$ cat config.mk
export PLATFORM = sky130hd
export DESIGN_NAME = clock_div_burst
export DESIGN_NICKNAME = d
export VERILOG_FILES = /design/src/rtl/clock_div_burst.sv
export SDC_FILE = /design/constraint.sdc
export NUM_CORES = 1
export LEC_CHECK = 0
export ABC_AREA = 1
export BUFFER_PORTS_ARGS = -buffer_cell sky130_fd_sc_hd__buf_2
export CAP_MARGIN = 0
export CORE_UTILIZATION = 35
export DETAILED_ROUTE_END_ITERATION = 8
export PLACE_DENSITY = 0.49
export SLEW_MARGIN = 10
export SYNTH_ARGS = -nofsm -noshare
export SYNTH_HDL_FRONTEND = slang
export SYNTH_SLANG_ARGS = --single-unit
$ cat constraint.sdc
create_clock -name clk_i -period 2.7 [get_ports clk_i]
set_input_delay 0.405 -clock clk_i [delete_from_list [all_inputs] [get_ports clk_i]]
set_output_delay 0.405 -clock clk_i [all_outputs]
set_load 0.01 [all_outputs]
$ cat src/rtl/clock_div_burst.sv
// Programmable integer clock divider with selectable idle polarity, edge strobes,
// N-period bursts or free-run with graceful stop. Ratio updates only at period boundaries.
module clock_div_burst #(
  parameter int DLY    = 1,
  parameter int WIDTH  = 8,
  parameter int CWIDTH = 16
) (
  input  logic              clk_i,
  input  logic              rst_n_i,
  input  logic              gen_i,
  input  logic              start_i,
  input  logic              stop_i,
  input  logic [WIDTH-1:0]  period_i,
  input  logic [CWIDTH-1:0] cycles_i,
  input  logic              cpol_i,
  output logic              clk_o,
  output logic              lead_o,
  output logic              trail_o,
  output logic              busy_o,
  output logic              done_o
);

  localparam logic [0:0] ST_IDLE = 1'b0;
  localparam logic [0:0] ST_RUN  = 1'b1;

  localparam logic [WIDTH-1:0]  PER_MIN  = WIDTH'(2);
  localparam logic [WIDTH-1:0]  CNT_ONE  = WIDTH'(1);
  localparam logic [CWIDTH-1:0] REM_ONE  = CWIDTH'(1);
  localparam logic [CWIDTH-1:0] REM_ZERO = '0;

  // DLY is kept for drop-in compatibility with the older divider; this RTL carries no delays.
  if (DLY < 0) begin : g_dly_unused
  end

  logic [0:0]        state_r, state_s;
  logic [WIDTH-1:0]  cnt_r, cnt_s;
  logic [WIDTH-1:0]  per_r, per_s;
  logic [CWIDTH-1:0] rem_r, rem_s;
  logic              cpol_r, cpol_s;
  logic              stop_pend_r, stop_pend_s;
  logic              clk_s, lead_s, trail_s, busy_s, done_s;

  logic [WIDTH-1:0]  per_clamp_s;
  logic [WIDTH-1:0]  half_s;
  logic              at_half_s;
  logic              at_end_s;
  logic              finish_s;

  // Ratio clamp, half-period split (active phase gets the extra cycle for odd N) and phase markers
  always_comb begin
    if (period_i < PER_MIN) begin
      per_clamp_s = PER_MIN;
    end else begin
      per_clamp_s = period_i;
    end
    half_s    = per_r - (per_r >> 1);
    at_half_s = (cnt_r == (half_s - CNT_ONE));
    at_end_s  = (cnt_r == (per_r - CNT_ONE));
    finish_s  = stop_pend_r | stop_i | (rem_r == REM_ONE);
  end

  // Next-state and next-output decode
  always_comb begin
    state_s     = state_r;
    cnt_s       = cnt_r;
    per_s       = per_r;
    rem_s       = rem_r;
    cpol_s      = cpol_r;
    stop_pend_s = stop_pend_r;
    clk_s       = clk_o;
    lead_s      = 1'b0;
    trail_s     = 1'b0;
    busy_s      = busy_o;
    done_s      = 1'b0;
    case (state_r)
      ST_IDLE: begin
        busy_s = 1'b0;
        if (start_i) begin
          state_s     = ST_RUN;
          cnt_s       = '0;
          per_s       = per_clamp_s;
          rem_s       = cycles_i;
          cpol_s      = cpol_i;
          stop_pend_s = 1'b0;
          clk_s       = ~cpol_i;
          lead_s      = 1'b1;
          busy_s      = 1'b1;
        end else begin
          cpol_s = cpol_i;
          clk_s  = cpol_i;
        end
      end
      ST_RUN: begin
        busy_s = 1'b1;
        if (!gen_i) begin
          stop_pend_s = stop_pend_r | stop_i;
        end else if (at_end_s) begin
          if (finish_s) begin
            state_s     = ST_IDLE;
            busy_s      = 1'b0;
            done_s      = 1'b1;
            clk_s       = cpol_r;
            stop_pend_s = 1'b0;
          end else begin
            cnt_s  = '0;
            per_s  = per_clamp_s;
            clk_s  = ~cpol_r;
            lead_s = 1'b1;
            // rem of zero means free-run and must never wrap
            if (rem_r != REM_ZERO) begin
              rem_s = rem_r - REM_ONE;
            end else begin
              rem_s = rem_r;
            end
          end
        end else if (at_half_s) begin
          cnt_s       = half_s;
          clk_s       = cpol_r;
          trail_s     = 1'b1;
          stop_pend_s = stop_pend_r | stop_i;
        end else begin
          cnt_s       = cnt_r + CNT_ONE;
          stop_pend_s = stop_pend_r | stop_i;
        end
      end
      default: begin
        state_s = ST_IDLE;
        busy_s  = 1'b0;
        clk_s   = cpol_r;
      end
    endcase
  end

  // State and output registers with synchronous active-low reset
  always_ff @(posedge clk_i) begin
    if (!rst_n_i) begin
      state_r     <= ST_IDLE;
      cnt_r       <= '0;
      per_r       <= PER_MIN;
      rem_r       <= '0;
      cpol_r      <= 1'b0;
      stop_pend_r <= 1'b0;
      clk_o       <= 1'b0;
      lead_o      <= 1'b0;
      trail_o     <= 1'b0;
      busy_o      <= 1'b0;
      done_o      <= 1'b0;
    end else begin
      state_r     <= state_s;
      cnt_r       <= cnt_s;
      per_r       <= per_s;
      rem_r       <= rem_s;
      cpol_r      <= cpol_s;
      stop_pend_r <= stop_pend_s;
      clk_o       <= clk_s;
      lead_o      <= lead_s;
      trail_o     <= trail_s;
      busy_o      <= busy_s;
      done_o      <= done_s;
    end
  end

endmodule

Yosys cells after proc, flatten, opt, wreduce, memory -nomap -nowiden
Cells that the tools add are included.
Word-level totals
  register bits: 39
  input port bits: 30
  output and inout port bits: 5
  logic and storage cells: 81
Cells by class
  $add $sub $neg: 5
  order comparisons: 1
  equality and inequality tests: 11
  multiplexer cells: 39
  bitwise logic cells: 7
  reductions and logical operators: 8
Operators by type and width (count)
  16-bit two-way mux: 5
  8-bit two-way mux: 10
  16-bit case mux with 2 select lines: 1
  8-bit case mux with 2 select lines: 2
  1-bit two-way mux: 17
  16-bit by 1-bit == test with 1-bit output, second input constant: 1
  8-bit == test: 2
  16-bit nonzero test: 1
  16-bit by 1-bit subtractor with 16-bit output, second input constant: 1
  8-bit by 1-bit subtractor with 8-bit output, second input constant: 2
  8-bit by 1-bit adder with 8-bit output, second input constant: 1
  8-bit by 2-bit less-than comparator with 1-bit output, second input constant: 1
  1-bit case mux with 2 select lines: 4
  4-bit AND reduction: 2
  8-bit by 7-bit subtractor with 8-bit output: 1
  2-bit != test, second input constant: 3
  1-bit NOT: 5
  5-bit AND reduction: 1
  2-bit by 1-bit != test with 1-bit output, second input constant: 2
  4-bit by 3-bit != test with 1-bit output, second input constant: 1
  2-bit AND reduction: 2
  4-bit OR reduction: 1
  3-bit by 1-bit != test with 1-bit output, second input constant: 1
  3-bit != test, second input constant: 1
  2 further kinds: 3

Logic depth before layout (Yosys ltp)
  word-level depth: 7
  gate-level depth with buffers: 19
  mapped depth without buffers: 19

Worst setup path after synthesis
No wires, ideal clock.
  path type: register -> register
  from: register per_r[0]
  to: register clk_o
  arrival: 2392 ps
  path slack: 193 ps
  cell stages (with the launch flop): 15
  clock period less this slack: 2507 ps
  cell sequence: dfxtp_1 > inv_1 > ha_1 > fa_1 > ha_1 > xnor2_1 > xor2_1 > nor3_1 > nand2_1 > nor2_1 > nand2_2 > nor2_8 > nand3_1 > a21oi_1 > nor2_1
Between the ends
  longest elaborated chain between the ends: 5
  elaborated cells between the ends (all ways): 10
  those cells by class: 3 x add/sub; 3 x eq/ne; 3 x mux; 1 x reduce/logical
RTL lines
  start, declared: line 37  | logic [WIDTH-1:0] per_r, per_s;
  start signal, assigned: line 151  | per_r <= per_s;
  8-bit by 7-bit subtractor with 8-bit output / 8-bit by 1-bit subtractor with 8-bit output (equally long branches): line 56, 58
  8-bit by 1-bit subtractor with 8-bit output / 8-bit == test (equally long branches): line 57, 58
  8-bit == test / 1-bit two-way mux (equally long branches): line 57, 97
  3-bit by 1-bit != test with 1-bit output (no line) / 1-bit two-way mux (equally long branches)
  2-bit AND reduction (no line) / 1-bit case mux with 2 select lines (equally long branches)
  end signal, assigned: line 155  | clk_o <= clk_s;
  end, declared: line 16  | output logic clk_o,
Parallel ways exist; a longest one is shown, timed or not. The select of a mux whose other input is x is not followed.
A chain may end at the register's enable or synchronous reset.

Worst setup path in the final report
  from: register per_r[0]
  to: register cnt_r[1]
Between the ends
  longest elaborated chain between the ends: 7
  elaborated cells between the ends (all ways): 11
  those cells by class: 3 x add/sub; 3 x eq/ne; 4 x mux; 1 x reduce/logical
RTL lines
  8-bit by 7-bit subtractor with 8-bit output: line 56  | half_s = per_r - (per_r >> 1);
  8-bit by 1-bit subtractor with 8-bit output: line 57  | at_half_s = (cnt_r == (half_s - CNT_ONE));
  8-bit == test: line 57
  8-bit two-way mux: line 116  | end else if (at_half_s) begin
  8-bit two-way mux: line 97  | end else if (at_end_s) begin
  8-bit two-way mux: line 95  | if (!gen_i) begin
  8-bit case mux with 2 select lines: line 75  | case (state_r)
  end signal, assigned: line 150  | cnt_r <= cnt_s;
  end, declared: line 36  | logic [WIDTH-1:0] cnt_r, cnt_s;
Parallel ways exist; a longest one is shown, timed or not. The select of a mux whose other input is x is not followed.

==> results.md <==
* Status: complete, no violations
* Worst-path cell chain: inv_4 -> ha_4 -> fa_2 -> ha_4 -> xnor2_2 -> xor2_1 -> nor3_1 -> nand2_1 -> nor2_2 -> nand2_4 -> nor2_8 -> nand2_8 -> nand2_2 -> nand3_1 -> a21oi_1
* CTS tree: done
* Die ar. at between 9000 and 10000 sq um
* # nets final at 598
* Pleak at 1.723 nW
* Switch share at 0.4345
* Post-DP HPWL at about 6500 microns
* I/O pins at 35
* Share of layout cells above drive strength 1 at 0.2200
* Number of global-route vias before repair at 3268
* FILL cells at 944
* Slew @ Worst Pin at 0.6416 ns
* Crit Path Class: flip-flop to flip-flop
* Multi-input logic area at 2341 sq um
* Gr ovfl total at 0
* # port buffers at 34
* Top post-synthesis cells by count: nand2_1, nor2_1, nand3_1
* Vias per cell at 4.950
* Clk pwr share at 0.197
* Max-cap violations at 0
* Crit path max fanout at 8
* Tcrit/Tclk final at 0.9710
* Final instance area at slightly below 4000 sq um
* Chip height at 97.95 microns
* Register Area at 783.3 sq um
* Fin crit period at roughly 2.6 ns
* Syn_area_per_cell at about 6.4 sq um
* Critical path required time at slightly below 3 ns
* Area grow syn2layout at 19.42%
* Largest net degree at the start of global routing at 24
* Synth top area share at 0.2423
* Asr flop ratio synth at 0
* Synth warn at 0
* Flop pwr share at 0.319
* WP data arrival at 2.85 ns
* Total power at between 2 and 2.5 mW
* Final antenna-violating net count at 0
* Wirelength, routed at around 8600 microns
* Initial core utilization at 0.3659
* Setup violators final at 0
* CP max stage cell: fa_2
* Clock Tree Root: clkbuf_8
* Chip Width at just under 100 microns
* Routed wire per std cell at 13.04 microns
* CP most frequent cell: ha_4
* Initial antenna violation count at 0
* PwrDens at 536.5 nW/um^2
* First-pass GRT wire length at approximately 15000 microns
* Primary FF master, synth: dfxtp_1
* Mapped Cells at 501
* CTS H-tree depth at 2
* Fmax at 0.3814 GHz
* CP startpoint kind: flip-flop
* RSZ-0062 raised after global routing: true
* Hold/Removal Path Class: input port to flip-flop
* Area of the mapped netlist at ~3200 sq um
* Crit path largest cell delay at 0.58 ns
* Seq cells post-synth at 39
* TritonCTS Buffers at 5
* DRC at 0
* Antenna Cells at 0
* Area contributors post-synth: dfxtp_1, nand2_1, nand3_1
* Cell with the most instances after synthesis: nand2_1
* Max clock buf depth at 2
* Core Box Area at 8806 sq um
* Psw at between 800 and 900 uW
* All-Layer GR Usage at 0.1880
* Slew Viols, Final at 0
* Post-Place Cells at 643
* Setup TNS at 0 ns
* Number of synthesized flops with an enable pin at 0
* Dpl cell area at 3540 sq um
* Max-slew headroom at the worst pin at 0.5718
* Comb power frac at 0.484
* Clock Latency Late Sink at 0.29 ns
* RePlAce Congestion at 0.8389
* Row cnt at 34
* # clock sinks at 39
* CP Capture Type: flip-flop
* Peak supply drop at 0.2023 mV
* Hold Fails Final Rpt at 0
* Number of distinct library cells after synthesis at 39
* Seq/Total Area, Yosys at 0.2423
* Clock transition at path regs at 0.09 ns
* Final non-filler cell total at 658
* Cell taking the most area after synthesis: dfxtp_1
* Clk_skew at 0.01146 ns
* Via Count at between 3000 and 4000
* Int Power at roughly 1.2 mW
* Detailed Routing Iterations Pass 1 at 4
* Synthesized Nets at 550
* Initial drt markers at 120
-- path summary, 6_finish.rpt --
check             slack, ns                     start                  endpoint  cells after the start
setup / recovery       0.08     per_r[0]$_SDFFE_PN0P_     cnt_r[1]$_SDFFE_PN0P_                     15
hold / removal         0.37               period_i[0]     per_r[0]$_SDFFE_PN0P_                      3
setup reg to reg       0.08     per_r[0]$_SDFFE_PN0P_     cnt_r[1]$_SDFFE_PN0P_                     15
hold reg to reg        0.49  stop_pend_r$_SDFFE_PN0P_  stop_pend_r$_SDFFE_PN0P_                      2
-- power groups by stage --
stage,Combinational (mW),Sequential (mW),Clock [mW]
6_report,0.999,0.658,0.407
5_1_grt,1.12,0.665,0.451
4_1_cts,0.893,0.656,0.420
3_5_place_dp,0.860,0.670,0
3_3_place_gp,0.858,0.668,0
2_1_floorplan,0.667,0.663,0
-- kinds of logic after synthesis --
family / share of synthesized area
flip-flops: 0.2423
AO/OA/AOI/OAI: 0.1192
adder cells (fa/ha/maj): 0.07612
buffers and inverters: 0.08466
AND/OR/NAND/NOR: 0.4124
XOR/XNOR: 0.06524
-- per-layer routing --
metal	track usage	routed length, microns	up-vias
met5	0	0	-
met4	0.06177	144	0
met3	0.02863	180	8
met2	0.3391	4313	35
met1	0.2269	3945	1487
li1	-	-	1727
-- area by class of cell --
type | instances | area share
Clock buffer | 6 | 0.01886
Clock inverter | 2 | 0.003252
Inverter | 50 | 0.04943
Multi-Input combinational cell | 400 | 0.6085
Sequential cell | 39 | 0.2036
Tap cell | 108 | 0.03512
Timing Repair Buffer | 53 | 0.08130
-- sequential cells by signal, summed over array words and instances, names as in the netlist --
signal       count
rem_r           16
state_r          1
trail_o          1
per_r            8
stop_pend_r      1
lead_o           1
cpol_r           1
clk_o            1
done_o           1
cnt_r            8
-- layout by cell type (no fill, tap or decap), types with 6 or more instances in the layout --
cell	synthesis	routed
inv_1	44	42
xnor2_1	14	13
a21oi_1	25	23
xor2_1	10	10
ha_1	18	13
o21ai_0	31	29
nand4_1	6	6
nand2_1	123	117
nor2_1	62	59
nand3_2	4	6
buf_2	5	34
inv_2	5	6
nand2_2	12	13
buf_4	0	19
dfxtp_1	39	37
nand3_1	58	54
-- worst max-delay path: cells and delay by family (launching register included) --
kind | cells | cell delay (ns)
compound gates | 1 | 0.15
xor+xnor | 2 | 0.21
fa+ha+maj | 3 | 0.89
buf+inv | 1 | 0.04
flops | 1 | 0.36
simple gates | 8 | 0.91
-- through the flow --
stage	worst slack, ns	hold slack [ns]	utilization
final	0.07829	0.3669	0.4369
after floorplan	0.1932	0.4494	-
after detailed placement	-0.02222	0.4723	0.4020
after CTS	0.005026	0.3744	0.4152
after global placement	0.09101	0.4623	0.4020
after global routing	-0.04286	0.3761	0.4369
-- timing repair --
| item | CTS | global route |
|---|---|---|
| hold buffers | 0 | 0 |
| setup buffers | 1 | 5 |
| cloned | 1 | 0 |
| resized for setup | 3 | 38 |
| pin swaps | 4 | 20 |
| endpoints found under the setup margin | 7 | 32 |
No activity file was read; power rests on OpenSTA's default activity.
